<file path="src/rtl/sample_buffer_pkg.sv">
// Shared constants and types for the sample buffer readout blocks.
//   NUM_CHANNELS / DEPTH : buffer geometry (channels, samples per channel)
//   SAMPLE_BITS          : sample and stream byte width
//   HEADER / CHID_PREFIX : frame start byte and channel ID prefix
//   CHAN_W / IDX_W       : widths of the buffer read channel and index
//   reader_state_e       : readout FSM states
package sample_buffer_pkg;

    localparam int unsigned NUM_CHANNELS = 7;
    localparam int unsigned SAMPLE_BITS  = 8;
    localparam int unsigned DEPTH        = 10;
    localparam int unsigned CHAN_W       = 3;
    localparam int unsigned IDX_W        = 4;

    localparam logic [SAMPLE_BITS-1:0] HEADER      = 8'hA5;
    localparam logic [SAMPLE_BITS-1:0] CHID_PREFIX = 8'hC0;

    typedef enum logic [2:0] {
        StIdle,
        StHdr,
        StChid,
        StFetch,
        StSamp,
        StCsum,
        StFin
    } reader_state_e;

endpackage

</file>
<file path="src/rtl/sample_buffer_reader_if.sv">
// Bus bundle between the readout engine and its environment.
//   rd_en/rd_chan/rd_idx : buffer read request (master drives)
//   rd_data              : buffer read data, valid one cycle after rd_en (slave drives)
//   out_data/out_valid/out_last : framed byte stream (master drives)
//   out_ready            : stream sink ready (slave drives)
interface sample_buffer_reader_if;
    import sample_buffer_pkg::*;

    logic                   rd_en;
    logic [CHAN_W-1:0]      rd_chan;
    logic [IDX_W-1:0]       rd_idx;
    logic [SAMPLE_BITS-1:0] rd_data;
    logic [SAMPLE_BITS-1:0] out_data;
    logic                   out_valid;
    logic                   out_ready;
    logic                   out_last;

    modport master (
        output rd_en, rd_chan, rd_idx, out_data, out_valid, out_last,
        input  rd_data, out_ready
    );

    modport slave (
        input  rd_en, rd_chan, rd_idx, out_data, out_valid, out_last,
        output rd_data, out_ready
    );

endinterface

</file>
<file path="src/rtl/frame_checksum_acc.sv">
// 8-bit modulo-256 running sum for framed byte streams.
//   clk, rst_n : clock, asynchronous active-low reset
//   clr        : zero the sum (wins over add)
//   add        : add data to the sum on this clock edge
//   data       : byte to add
//   sum        : current accumulated value
module frame_checksum_acc (
    input  logic       clk,
    input  logic       rst_n,
    input  logic       clr,
    input  logic       add,
    input  logic [7:0] data,
    output logic [7:0] sum
);

    always_ff @(posedge clk or negedge rst_n) begin
        if (!rst_n) begin
            sum <= 8'h00;
        end else if (clr) begin
            sum <= 8'h00;
        end else if (add) begin
            sum <= sum + data;
        end
    end

endmodule

</file>
<file path="src/rtl/sample_buffer_reader.sv">
// Readout engine: on start, emits header, then for each enabled channel an ID byte and
// its samples oldest-first, then a modulo-256 checksum of all preceding bytes.
//   clk, rst_n : clock, asynchronous active-low reset
//   start      : one-cycle frame request (ignored unless idle)
//   chan_mask  : enabled channels, latched on the accepted start
//   bus        : buffer read port and output byte stream
//   busy       : frame in progress
//   done       : one-cycle pulse after the checksum byte transfers
module sample_buffer_reader
    import sample_buffer_pkg::*;
(
    input  logic                    clk,
    input  logic                    rst_n,
    input  logic                    start,
    input  logic [NUM_CHANNELS-1:0] chan_mask,
    sample_buffer_reader_if.master  bus,
    output logic                    busy,
    output logic                    done
);

    localparam logic [IDX_W-1:0] LAST_IDX = IDX_W'(DEPTH - 1);

    reader_state_e           state;
    logic [NUM_CHANNELS-1:0] mask_q;
    logic [CHAN_W-1:0]       ch_q;
    logic [IDX_W-1:0]        idx_q;
    logic [SAMPLE_BITS-1:0]  data_q;
    logic                    fresh_q;
    logic                    out_valid_q;
    logic                    out_last_q;
    logic                    rd_en_q;
    logic [CHAN_W-1:0]       rd_chan_q;
    logic [IDX_W-1:0]        rd_idx_q;
    logic                    busy_q;
    logic                    done_q;

    logic                    hs;
    logic [SAMPLE_BITS-1:0]  out_byte;
    logic [SAMPLE_BITS-1:0]  csum;
    logic [CHAN_W:0]         first_ch;
    logic [CHAN_W:0]         above_ch;

    // Lowest enabled channel at or above 'from'; MSB of the result flags a hit.
    function automatic logic [CHAN_W:0] next_chan(input logic [NUM_CHANNELS-1:0] mask,
                                                  input int from);
        logic [CHAN_W:0] r;
        r = '0;
        for (int i = int'(NUM_CHANNELS) - 1; i >= 0; i--) begin
            if (mask[i] && i >= from) begin
                r = {1'b1, CHAN_W'(i)};
            end
        end
        return r;
    endfunction

    function automatic logic [SAMPLE_BITS-1:0] chid_byte(input logic [CHAN_W-1:0] c);
        return CHID_PREFIX | {{(SAMPLE_BITS - CHAN_W){1'b0}}, c};
    endfunction

    assign first_ch = next_chan(mask_q, 0);
    assign above_ch = next_chan(mask_q, int'(ch_q) + 1);
    assign hs       = out_valid_q && bus.out_ready;

    // rd_data only arrives in the first SAMP cycle, so it is forwarded straight through
    // then and held in data_q for any stall. The checksum byte reads the accumulator,
    // which already holds the sum of everything before it.
    always_comb begin
        out_byte = data_q;
        if (state == StCsum) begin
            out_byte = csum;
        end else if (fresh_q) begin
            out_byte = bus.rd_data;
        end
    end

    frame_checksum_acc u_csum (
        .clk   (clk),
        .rst_n (rst_n),
        .clr   ((state == StIdle) && start),
        .add   (hs),
        .data  (out_byte),
        .sum   (csum)
    );

    always_ff @(posedge clk or negedge rst_n) begin
        if (!rst_n) begin
            state       <= StIdle;
            mask_q      <= '0;
            ch_q        <= '0;
            idx_q       <= '0;
            data_q      <= '0;
            fresh_q     <= 1'b0;
            out_valid_q <= 1'b0;
            out_last_q  <= 1'b0;
            rd_en_q     <= 1'b0;
            rd_chan_q   <= '0;
            rd_idx_q    <= '0;
            busy_q      <= 1'b0;
            done_q      <= 1'b0;
        end else begin
            done_q  <= 1'b0;
            rd_en_q <= 1'b0;
            fresh_q <= 1'b0;
            unique case (state)
                StIdle: begin
                    if (start) begin
                        mask_q      <= chan_mask;
                        busy_q      <= 1'b1;
                        out_valid_q <= 1'b1;
                        out_last_q  <= 1'b0;
                        data_q      <= HEADER;
                        state       <= StHdr;
                    end
                end
                StHdr: begin
                    if (hs) begin
                        if (first_ch[CHAN_W]) begin
                            ch_q   <= first_ch[CHAN_W-1:0];
                            data_q <= chid_byte(first_ch[CHAN_W-1:0]);
                            state  <= StChid;
                        end else begin
                            out_last_q <= 1'b1;
                            state      <= StCsum;
                        end
                    end
                end
                StChid: begin
                    if (hs) begin
                        out_valid_q <= 1'b0;
                        idx_q       <= '0;
                        rd_en_q     <= 1'b1;
                        rd_chan_q   <= ch_q;
                        rd_idx_q    <= '0;
                        state       <= StFetch;
                    end
                end
                StFetch: begin
                    out_valid_q <= 1'b1;
                    fresh_q     <= 1'b1;
                    state       <= StSamp;
                end
                StSamp: begin
                    if (fresh_q) begin
                        data_q <= bus.rd_data;
                    end
                    if (hs) begin
                        if (idx_q != LAST_IDX) begin
                            idx_q       <= idx_q + 1'b1;
                            out_valid_q <= 1'b0;
                            rd_en_q     <= 1'b1;
                            rd_chan_q   <= ch_q;
                            rd_idx_q    <= idx_q + 1'b1;
                            state       <= StFetch;
                        end else if (above_ch[CHAN_W]) begin
                            ch_q   <= above_ch[CHAN_W-1:0];
                            data_q <= chid_byte(above_ch[CHAN_W-1:0]);
                            state  <= StChid;
                        end else begin
                            out_last_q <= 1'b1;
                            state      <= StCsum;
                        end
                    end
                end
                StCsum: begin
                    if (hs) begin
                        out_valid_q <= 1'b0;
                        out_last_q  <= 1'b0;
                        busy_q      <= 1'b0;
                        done_q      <= 1'b1;
                        state       <= StFin;
                    end
                end
                StFin: begin
                    state <= StIdle;
                end
                default: begin
                    state <= StIdle;
                end
            endcase
        end
    end

    assign bus.out_data  = out_byte;
    assign bus.out_valid = out_valid_q;
    assign bus.out_last  = out_last_q;
    assign bus.rd_en     = rd_en_q;
    assign bus.rd_chan   = rd_chan_q;
    assign bus.rd_idx    = rd_idx_q;
    assign busy          = busy_q;
    assign done          = done_q;

endmodule

</file>
<file path="src/flat_wrapper.sv">
// flat-port wrapper written by rule: the top's interface ports become plain ports
module sample_buffer_reader_flat import sample_buffer_pkg::*;
  (clk, rst_n, start, chan_mask, busy, done, bus_rd_en, bus_rd_chan, bus_rd_idx, bus_out_data, bus_out_valid, bus_out_last, bus_rd_data, bus_out_ready);
  sample_buffer_reader_if bus_i ();
  input  logic clk;
  input  logic rst_n;
  input  logic start;
  input  logic [NUM_CHANNELS-1:0] chan_mask;
  output logic busy;
  output logic done;
  output wire logic [$bits(bus_i.rd_en)-1:0] bus_rd_en;
  output wire logic [$bits(bus_i.rd_chan)-1:0] bus_rd_chan;
  output wire logic [$bits(bus_i.rd_idx)-1:0] bus_rd_idx;
  output wire logic [$bits(bus_i.out_data)-1:0] bus_out_data;
  output wire logic [$bits(bus_i.out_valid)-1:0] bus_out_valid;
  output wire logic [$bits(bus_i.out_last)-1:0] bus_out_last;
  input wire logic [$bits(bus_i.rd_data)-1:0] bus_rd_data;
  input wire logic [$bits(bus_i.out_ready)-1:0] bus_out_ready;
  assign bus_rd_en = bus_i.rd_en;
  assign bus_rd_chan = bus_i.rd_chan;
  assign bus_rd_idx = bus_i.rd_idx;
  assign bus_out_data = bus_i.out_data;
  assign bus_out_valid = bus_i.out_valid;
  assign bus_out_last = bus_i.out_last;
  assign bus_i.rd_data = bus_rd_data;
  assign bus_i.out_ready = bus_out_ready;
  sample_buffer_reader u_core (.clk(clk), .rst_n(rst_n), .start(start), .chan_mask(chan_mask), .bus(bus_i), .busy(busy), .done(done));
endmodule
</file>
<file path="config.mk">
export PLATFORM = sky130hd
export DESIGN_NAME = sample_buffer_reader_flat
export DESIGN_NICKNAME = d
export VERILOG_FILES = /design/src/rtl/sample_buffer_pkg.sv /design/src/rtl/sample_buffer_reader_if.sv /design/src/rtl/frame_checksum_acc.sv /design/src/rtl/sample_buffer_reader.sv /design/src/flat_wrapper.sv
export SDC_FILE = /design/constraint.sdc
export NUM_CORES = 1
export LEC_CHECK = 0
export CAP_MARGIN = 20
export CORE_ASPECT_RATIO = 1.75
export CORE_MARGIN = 1
export CORE_UTILIZATION = 30
export CTS_CLUSTER_SIZE = 14
export DETAILED_ROUTE_END_ITERATION = 10
export PLACE_DENSITY_LB_ADDON = 0.05
export SKIP_CTS_REPAIR_TIMING = 1
export SYNTH_ARGS = -nofsm -noshare
export SYNTH_HDL_FRONTEND = slang
export SYNTH_SLANG_ARGS = --single-unit
</file>
<file path="constraint.sdc">
create_clock -name clk -period 7.1 [get_ports clk]
set_clock_uncertainty 0.15 [all_clocks]
set_input_delay 1.065 -clock clk [delete_from_list [all_inputs] [get_ports clk]]
set_output_delay 1.065 -clock clk [all_outputs]
set_load 0.02 [all_outputs]
</file>
-- After elaboration in Yosys (flattened, before gate mapping)
Index checks and enable logic that the tools add are counted.
- add/subtract/negate cells: 3
- multiply operators: 0
- divide/modulo/power cells: 0
- magnitude comparators: 7
- equality and inequality tests: 18
- shifts and indexed selects: 0
- muxes and demuxes: 67
- bitwise operators: 0
- reductions and logical operators: 26
- operator list (kind ; count):
    greater-or-equal comparator 4 x 32 -> 1 bit, first input constant ; 3
    two-way mux 8 bit ; 10
    two-way mux 4 bit ; 17
    greater-or-equal comparator 3 x 32 -> 1 bit, first input constant ; 2
    two-way mux 3 bit ; 16
    greater-or-equal comparator 1 x 32 -> 1 bit, first input constant ; 1
    greater-or-equal comparator 2 x 32 -> 1 bit, first input constant ; 1
    one-hot mux 8 bit (3 select lines) ; 1
    one-hot mux 3 bit (6 select lines) ; 1
    != test 2 x 1 -> 1 bit, second input constant ; 8
    two-way mux 1 bit ; 15
    one-hot mux 3 bit (2 select lines) ; 2
    AND reduction 5 bit ; 2
    logical AND 1 bit ; 9
    adder 8 bit ; 1
    != test 2 bit, second input constant ; 4
    one-hot mux 1 bit (4 select lines) ; 2
    one-hot mux 4 bit (2 select lines) ; 1
    AND reduction 4 bit ; 2
    AND reduction 8 bit ; 1
    nonzero test 2 bit ; 4
    nonzero test 4 bit ; 2
    == test 3 x 2 -> 1 bit, second input constant ; 2
    == test 3 bit, second input constant ; 2
    11 further kinds ; 12
- flip-flop bits (word level): 42
- bits in latches: 0
- RAM bits: 0
- ROM bits: 0
- input bits: 19
- output and inout port bits: 20
- word-level logic and storage cells: 134
- memories kept: 0

-- Depth between registers and ports, before layout
- depth after elaboration: 14
- mapped depth: 16
- depth with buffers taken out: 14

-- Hierarchy
From an unflattened synthesis, not the netlist that was laid out.
- cells, all modules: 316
- area, all modules: 2827.7 µm²
- by module, submodules not included (module ; instances ; cells each ; area an instance (µm²) ; sequential area each (µm²)):
    sample_buffer_reader ; 1 ; 250 ; 2180.8 ; 850.8
    frame_checksum_acc ; 1 ; 66 ; 646.9 ; 200.2

-- Worst setup path before layout
OpenSTA, ideal clock, no wires.
- path kind: register to register
- from: register u_core.state[0]
- to: register u_core.u_csum.sum[7]
- library setup time: 0.078 ns
- data arrival time: 3.452 ns
- data required time: 6.872 ns
- setup slack: 3.420 ns
- stages on the path, launching flop included: 16
- buffers on the path: 4
- period minus slack after synthesis: 3.680 ns
- cell sequence: dfrtp_1 > buf_2 > buf_1 > nand2_1 > clkbuf_1 > buf_1 > nor2_1 > a21oi_1 > ha_1 > and3_1 > a221o_1 > o41ai_1 > nand3_1 > o21ai_0 > o21ai_0 > a21oi_1
- longest elaborated chain between the ends: 5
- elaborated cells on any way between the ends: 8
- classes of those cells: 1 x add/sub; 1 x eq/ne; 3 x mux; 3 x reduce/logical
- RTL lines (element ; line ; RTL):
    start, declared ; sample_buffer_reader.sv:23 ; reader_state_e state;
    start signal, assigned ; sample_buffer_reader.sv:87 ; state <= StIdle;
    start signal, assigned ; sample_buffer_reader.sv:112 ; state <= StHdr;
    start signal, assigned ; sample_buffer_reader.sv:120 ; state <= StChid;
    == test 3 bit ; sample_buffer_reader.sv:69 ; if (state == StCsum) begin
    two-way mux 8 bit ; sample_buffer_reader.sv:69 ;
    named net bus_out_data[3] ; flat_wrapper.sv:14 ; output wire logic [$bits(bus_i.out_data)-1:0] bus_out_data;
    adder 8 bit ; frame_checksum_acc.sv:22 ; sum <= sum + data;
    two-way mux 8 bit ; frame_checksum_acc.sv:21 ; end else if (add) begin
    two-way mux 8 bit ; frame_checksum_acc.sv:19 ; end else if (clr) begin
    end signal, assigned ; frame_checksum_acc.sv:22 ;
    end, declared ; frame_checksum_acc.sv:13 ; output logic [7:0] sum
The timed path passes the listed nets, and every way through them passes these cells. The select of a mux whose other input is x is not followed.
A chain may end at the register's enable or synchronous reset.

-- Worst setup path in the final report
- from: register u_core.state[2]
- to: output port bus_out_data[1]
- longest elaborated chain between the ends: 2
- RTL lines (element ; line):
    == test 3 bit ; sample_buffer_reader.sv:69
    two-way mux 8 bit ; sample_buffer_reader.sv:69
    end, declared ; flat_wrapper.sv:14
Every way passes these cells.

==> impl_metrics.py <==
metrics = {
    "pwr": {
        "cell_internal_pwr_w": 0.000924,
        "netSwitchingPower_w": 0.000763,
        "sw_frac_of_total_pct": 45.2,
        "vdd.ir_drop.worst_uv": 183,
        "part_of_the_total_power_dissipated_in_combinational_logic_pct": 55.5,
        "power_frac_seq_pct": 28.4,
        "power.static_leakage_nw": 1.41,
        "cellPowerDensity_nw_per_um2": 491,
        "clkPwrFrac_pct": 16.1,
    },
    "routing": {
        "number_of_routed_nets_with_antenna_violations": 0,
        "drt_pass1_iterations": 4,
        "drt-initial-drc-count": 68,
        "detail_route.drc_violations": 0,
        "via_count": 2500,
        "drt_wl_total_um": 8250,
        "routedWlPerCell_um": 17.5,
        "routed_via_density": 5.31,
    },
    "placed_design": {
        "globalplace.congestion": 0.825,
        "hpwlAfterDp_um": 6160,
        "placed_cell_area_um2": 3270,
        "place.port_buffers": 38,
    },
    "floorplanning": {
        "initial_core_util_pct": 31.0,
        "top_level_ports": 39,
        "fp.dieArea_um2": 9740,
        "die_w_um": 75.1,
        "placementRows": 46,
        "die_height_um": 130,
        "core_area_um2": 9040,
    },
    "run": {
        "maxCapViolCount": 0,
    },
    "critical_path": {
        "reg2reg_depth": 12,
        "worst_path_max_delay_cell": "sky130_fd_sc_hd__dfrtp_1",
        "cp_cell_sequence": "nor2b_1 -> nand2_1 -> nand2_1 -> o21a_1 -> clkdlybuf4s50_1",
        "worstSetupStartpointType": "flop",
        "critical_path.max_stage_delay_ns": 0.67,
        "cpLargestDelayFamily": "simple AND/OR/NAND/NOR gates",
        "arrival_ns": 2.88,
        "setup.reg_to_reg.worst_slack_ns": 3.09,
        "critPathMaxFanout": 21,
        "most_frequent_cp_cell": "sky130_fd_sc_hd__nand2_1",
        "r2r_path_end": "u_core.u_csum.sum[7]",
        "worstPathRequired_ns": 5.88,
        "critPathCaptureType": "output pin",
        "path_type_of_the_worst_setup_path": "flop to output pin",
        "r2r_start": "u_core.state[2]",
        "crit_buf_inv": 1,
    },
    "yosys": {
        "ys_seq_elements": 42,
        "yosysUniqueCellTypes": 58,
        "synthesis.instances": 320,
        "cell_area_after_technology_mapping_um2": 2800,
        "postSynth.topFlopCell": "sky130_fd_sc_hd__dfrtp_1",
        "post_synthesis_sequential_area_ratio_pct": 37.5,
        "synth_edf_count": 0,
        "yosysWarningCount": 0,
        "mappedNetlistNets": 352,
        "syn_avg_cell_area_um2": 8.75,
        "synth-async-reset-ratio_pct": 100,
    },
    "timing": {
        "final.setup.tns_ns": 0,
        "period_share_pct": 57.7,
        "setup_violations": 0,
        "worstMarginPinSlew_ns": 0.947,
        "timing_max_transition_violations_final": 0,
        "grt_setup_unrepaired": "no",
        "slew_headroom_pct": 36.3,
        "finalCriticalPeriod_ns": 4.10,
        "final-hold-violation-count": 0,
        "hold_slack_ns": 0.344,
        "maxClockFrequency_mhz": 244,
    },
    "cts": {
        "worstSkewPairLatency_ns": 0.29,
        "clk_path_buf_depth": 2,
        "clock-root-buffer": "sky130_fd_sc_hd__clkbuf_16",
        "cts_htree_levels": 2,
        "cts_sinks": 42,
        "cts_made_buffers": 5,
        "clkSlewWorstSetupHoldPaths_ns": 0.07,
        "cts_tree": "done",
    },
    "grt": {
        "grt_pass1_wl_um": 13100,
        "grt_overflow": 0,
        "grt.total_usage_pct": 18.4,
        "first_global_vias": 2550,
        "antenna_found_initial": 0,
        "grt_start_max_net_pins": 43,
    },
    "worst_hold_path": {
        "worstHoldPathType": "flop to flop",
        "min_delay_path_depth": 1,
        "worstHoldEndpoint": "u_core.data_q[3]",
        "hold_path.startpoint": "u_core.data_q[3]",
    },
    "layout": {
        "most-common-layout-cells": "sky130_fd_sc_hd__nor2_1 (49), sky130_fd_sc_hd__dfrtp_1 (42), sky130_fd_sc_hd__clkdlybuf4s50_1 (37), sky130_fd_sc_hd__a21oi_1 (32), sky130_fd_sc_hd__nand2_1 (27)",
        "antenna_diode_count": 0,
        "post_route_cells_drive_above_1_share_pct": 8.55,
        "nNetsFinal": 383,
        "final_core_utilization_pct": 38.0,
        "mostFrequentLayoutCell": "sky130_fd_sc_hd__nor2_1",
        "final_cell_area_um2": 3430,
        "syn2layout_area_growth_pct": 22.6,
    },
    "run_status": {
        "run_status": "completed",
    },
}
## synthesized netlist by cell type (2+ instances only)
master                     count  area, µm²
sky130_fd_sc_hd__dfrtp_1      42       1050
sky130_fd_sc_hd__clkbuf_1     10       37.5
sky130_fd_sc_hd__inv_1         8       30.0
sky130_fd_sc_hd__nand3_1       8       40.0
sky130_fd_sc_hd__nor2_1       49        184
sky130_fd_sc_hd__xnor2_1       3       26.3
sky130_fd_sc_hd__o41ai_1       2       17.5
sky130_fd_sc_hd__mux2_2       10        113
sky130_fd_sc_hd__a311oi_1      2       17.5
sky130_fd_sc_hd__o21a_1        2       15.0
sky130_fd_sc_hd__a21oi_1      32        160
sky130_fd_sc_hd__nor2b_1       5       31.3
sky130_fd_sc_hd__a31oi_1       3       18.8
sky130_fd_sc_hd__o21ai_0      12       60.1
sky130_fd_sc_hd__o211ai_1      3       22.5
sky130_fd_sc_hd__o21ai_1       3       15.0
sky130_fd_sc_hd__and2_1        3       18.8
sky130_fd_sc_hd__ha_1         12        150
sky130_fd_sc_hd__nand2b_1      8       50.1
sky130_fd_sc_hd__buf_6         2       22.5
sky130_fd_sc_hd__a21o_1        6       45.0
sky130_fd_sc_hd__nor3_1        9       45.0
sky130_fd_sc_hd__mux2i_1      11        110
sky130_fd_sc_hd__nand2_1      27        101
sky130_fd_sc_hd__a21oi_2       2       17.5
sky130_fd_sc_hd__and3b_1       2       17.5
sky130_fd_sc_hd__and3_1        3       18.8
sky130_fd_sc_hd__a211oi_1      3       22.5
sky130_fd_sc_hd__a32o_1        3       30.0
sky130_fd_sc_hd__buf_1         3       11.3
sky130_fd_sc_hd__or3_1         2       12.5
sky130_fd_sc_hd__o22ai_1       3       18.8
sky130_fd_sc_hd__a221oi_1      2       17.5
## flip-flops by register name, summed over array words and instances, names as in the netlist
name	flops
u_core.mask_q	7
u_core.bus.rd_chan	3
u_core.busy	1
u_core.state	3
u_core.ch_q	3
u_core.fresh_q	1
u_core.u_csum.sum	8
u_core.bus.out_valid	1
u_core.bus.out_last	1
u_core.bus.rd_en	1
u_core.done	1
u_core.idx_q	4
u_core.data_q	8
## cell families (layout without fill, tap and decap cells)
kind of cell / after synthesis / count (layout) / share of synthesized area, %
fa+ha+maj: 13 / 13 / 6.07
buf+inv: 25 / 56 / 4.06
mux: 21 / 21 / 7.95
flops: 42 / 42 / 37.5
simple gates: 123 / 123 / 21.0
compound gates: 92 / 92 / 22.2
xor+xnor: 4 / 4 / 1.25
## how the worst max path moves through the flow
stage               startpoint              endpoint  slack, ns  cells after the start
5_1_grt        u_core.state[2]  u_core.u_csum.sum[7]       2.77                     12
3_3_place_gp    bus_rd_data[2]  u_core.u_csum.sum[7]       3.09                     11
3_5_place_dp    bus_rd_data[2]  u_core.u_csum.sum[7]       3.06                     11
6_report       u_core.state[2]       bus_out_data[1]       3.00                      5
2_1_floorplan  u_core.state[0]  u_core.u_csum.sum[7]       3.42                     15
4_1_cts        u_core.state[2]       bus_out_data[1]       3.01                      5
## power by group through the flow
stage / combinational (W) / clock (W) / sequential (W)
finish: 0.000937 / 0.000271 / 0.000480
global placement: 0.000943 / 0 / 0.000482
detailed placement: 0.000941 / 0 / 0.000482
global route: 0.00104 / 0.000290 / 0.000498
CTS: 0.000948 / 0.000282 / 0.000478
floorplan: 0.000679 / 0 / 0.000438
## metal layers
| metal | part of all wire (%) | wire length (µm) | global-route usage, % | up-vias |
|---|---|---|---|---|
| met5 | 0 | 0 | 0 | - |
| met4 | 2.3 | 193 | 8.10 | 0 |
| met3 | 2.4 | 201 | 3.01 | 15 |
| met2 | 57 | 4730 | 35.4 | 43 |
| met1 | 38 | 3120 | 18.5 | 1226 |
| li1 | - | - | - | 1216 |
## layout make-up
class | instances | area, µm²
Clock inverter | 1 | 30.0
Multi-Input combinational cell | 253 | 1640
Timing Repair Buffer | 41 | 398
Inverter | 8 | 30.0
Fill cell | 956 | 5600
Tap cell | 120 | 150
Sequential cell | 42 | 1050
Clock buffer | 6 | 139
## through the flow
stage	total power (W)	instances	setup WS, ns
after floorplan	0.00112	320	3.42
after global placement	0.00143	464	3.09
after detailed placement	0.00142	464	3.06
after CTS	0.00171	471	3.01
after global routing	0.00182	471	2.77
final	0.00169	471	3.00
Power figures use the tool's default switching activity.
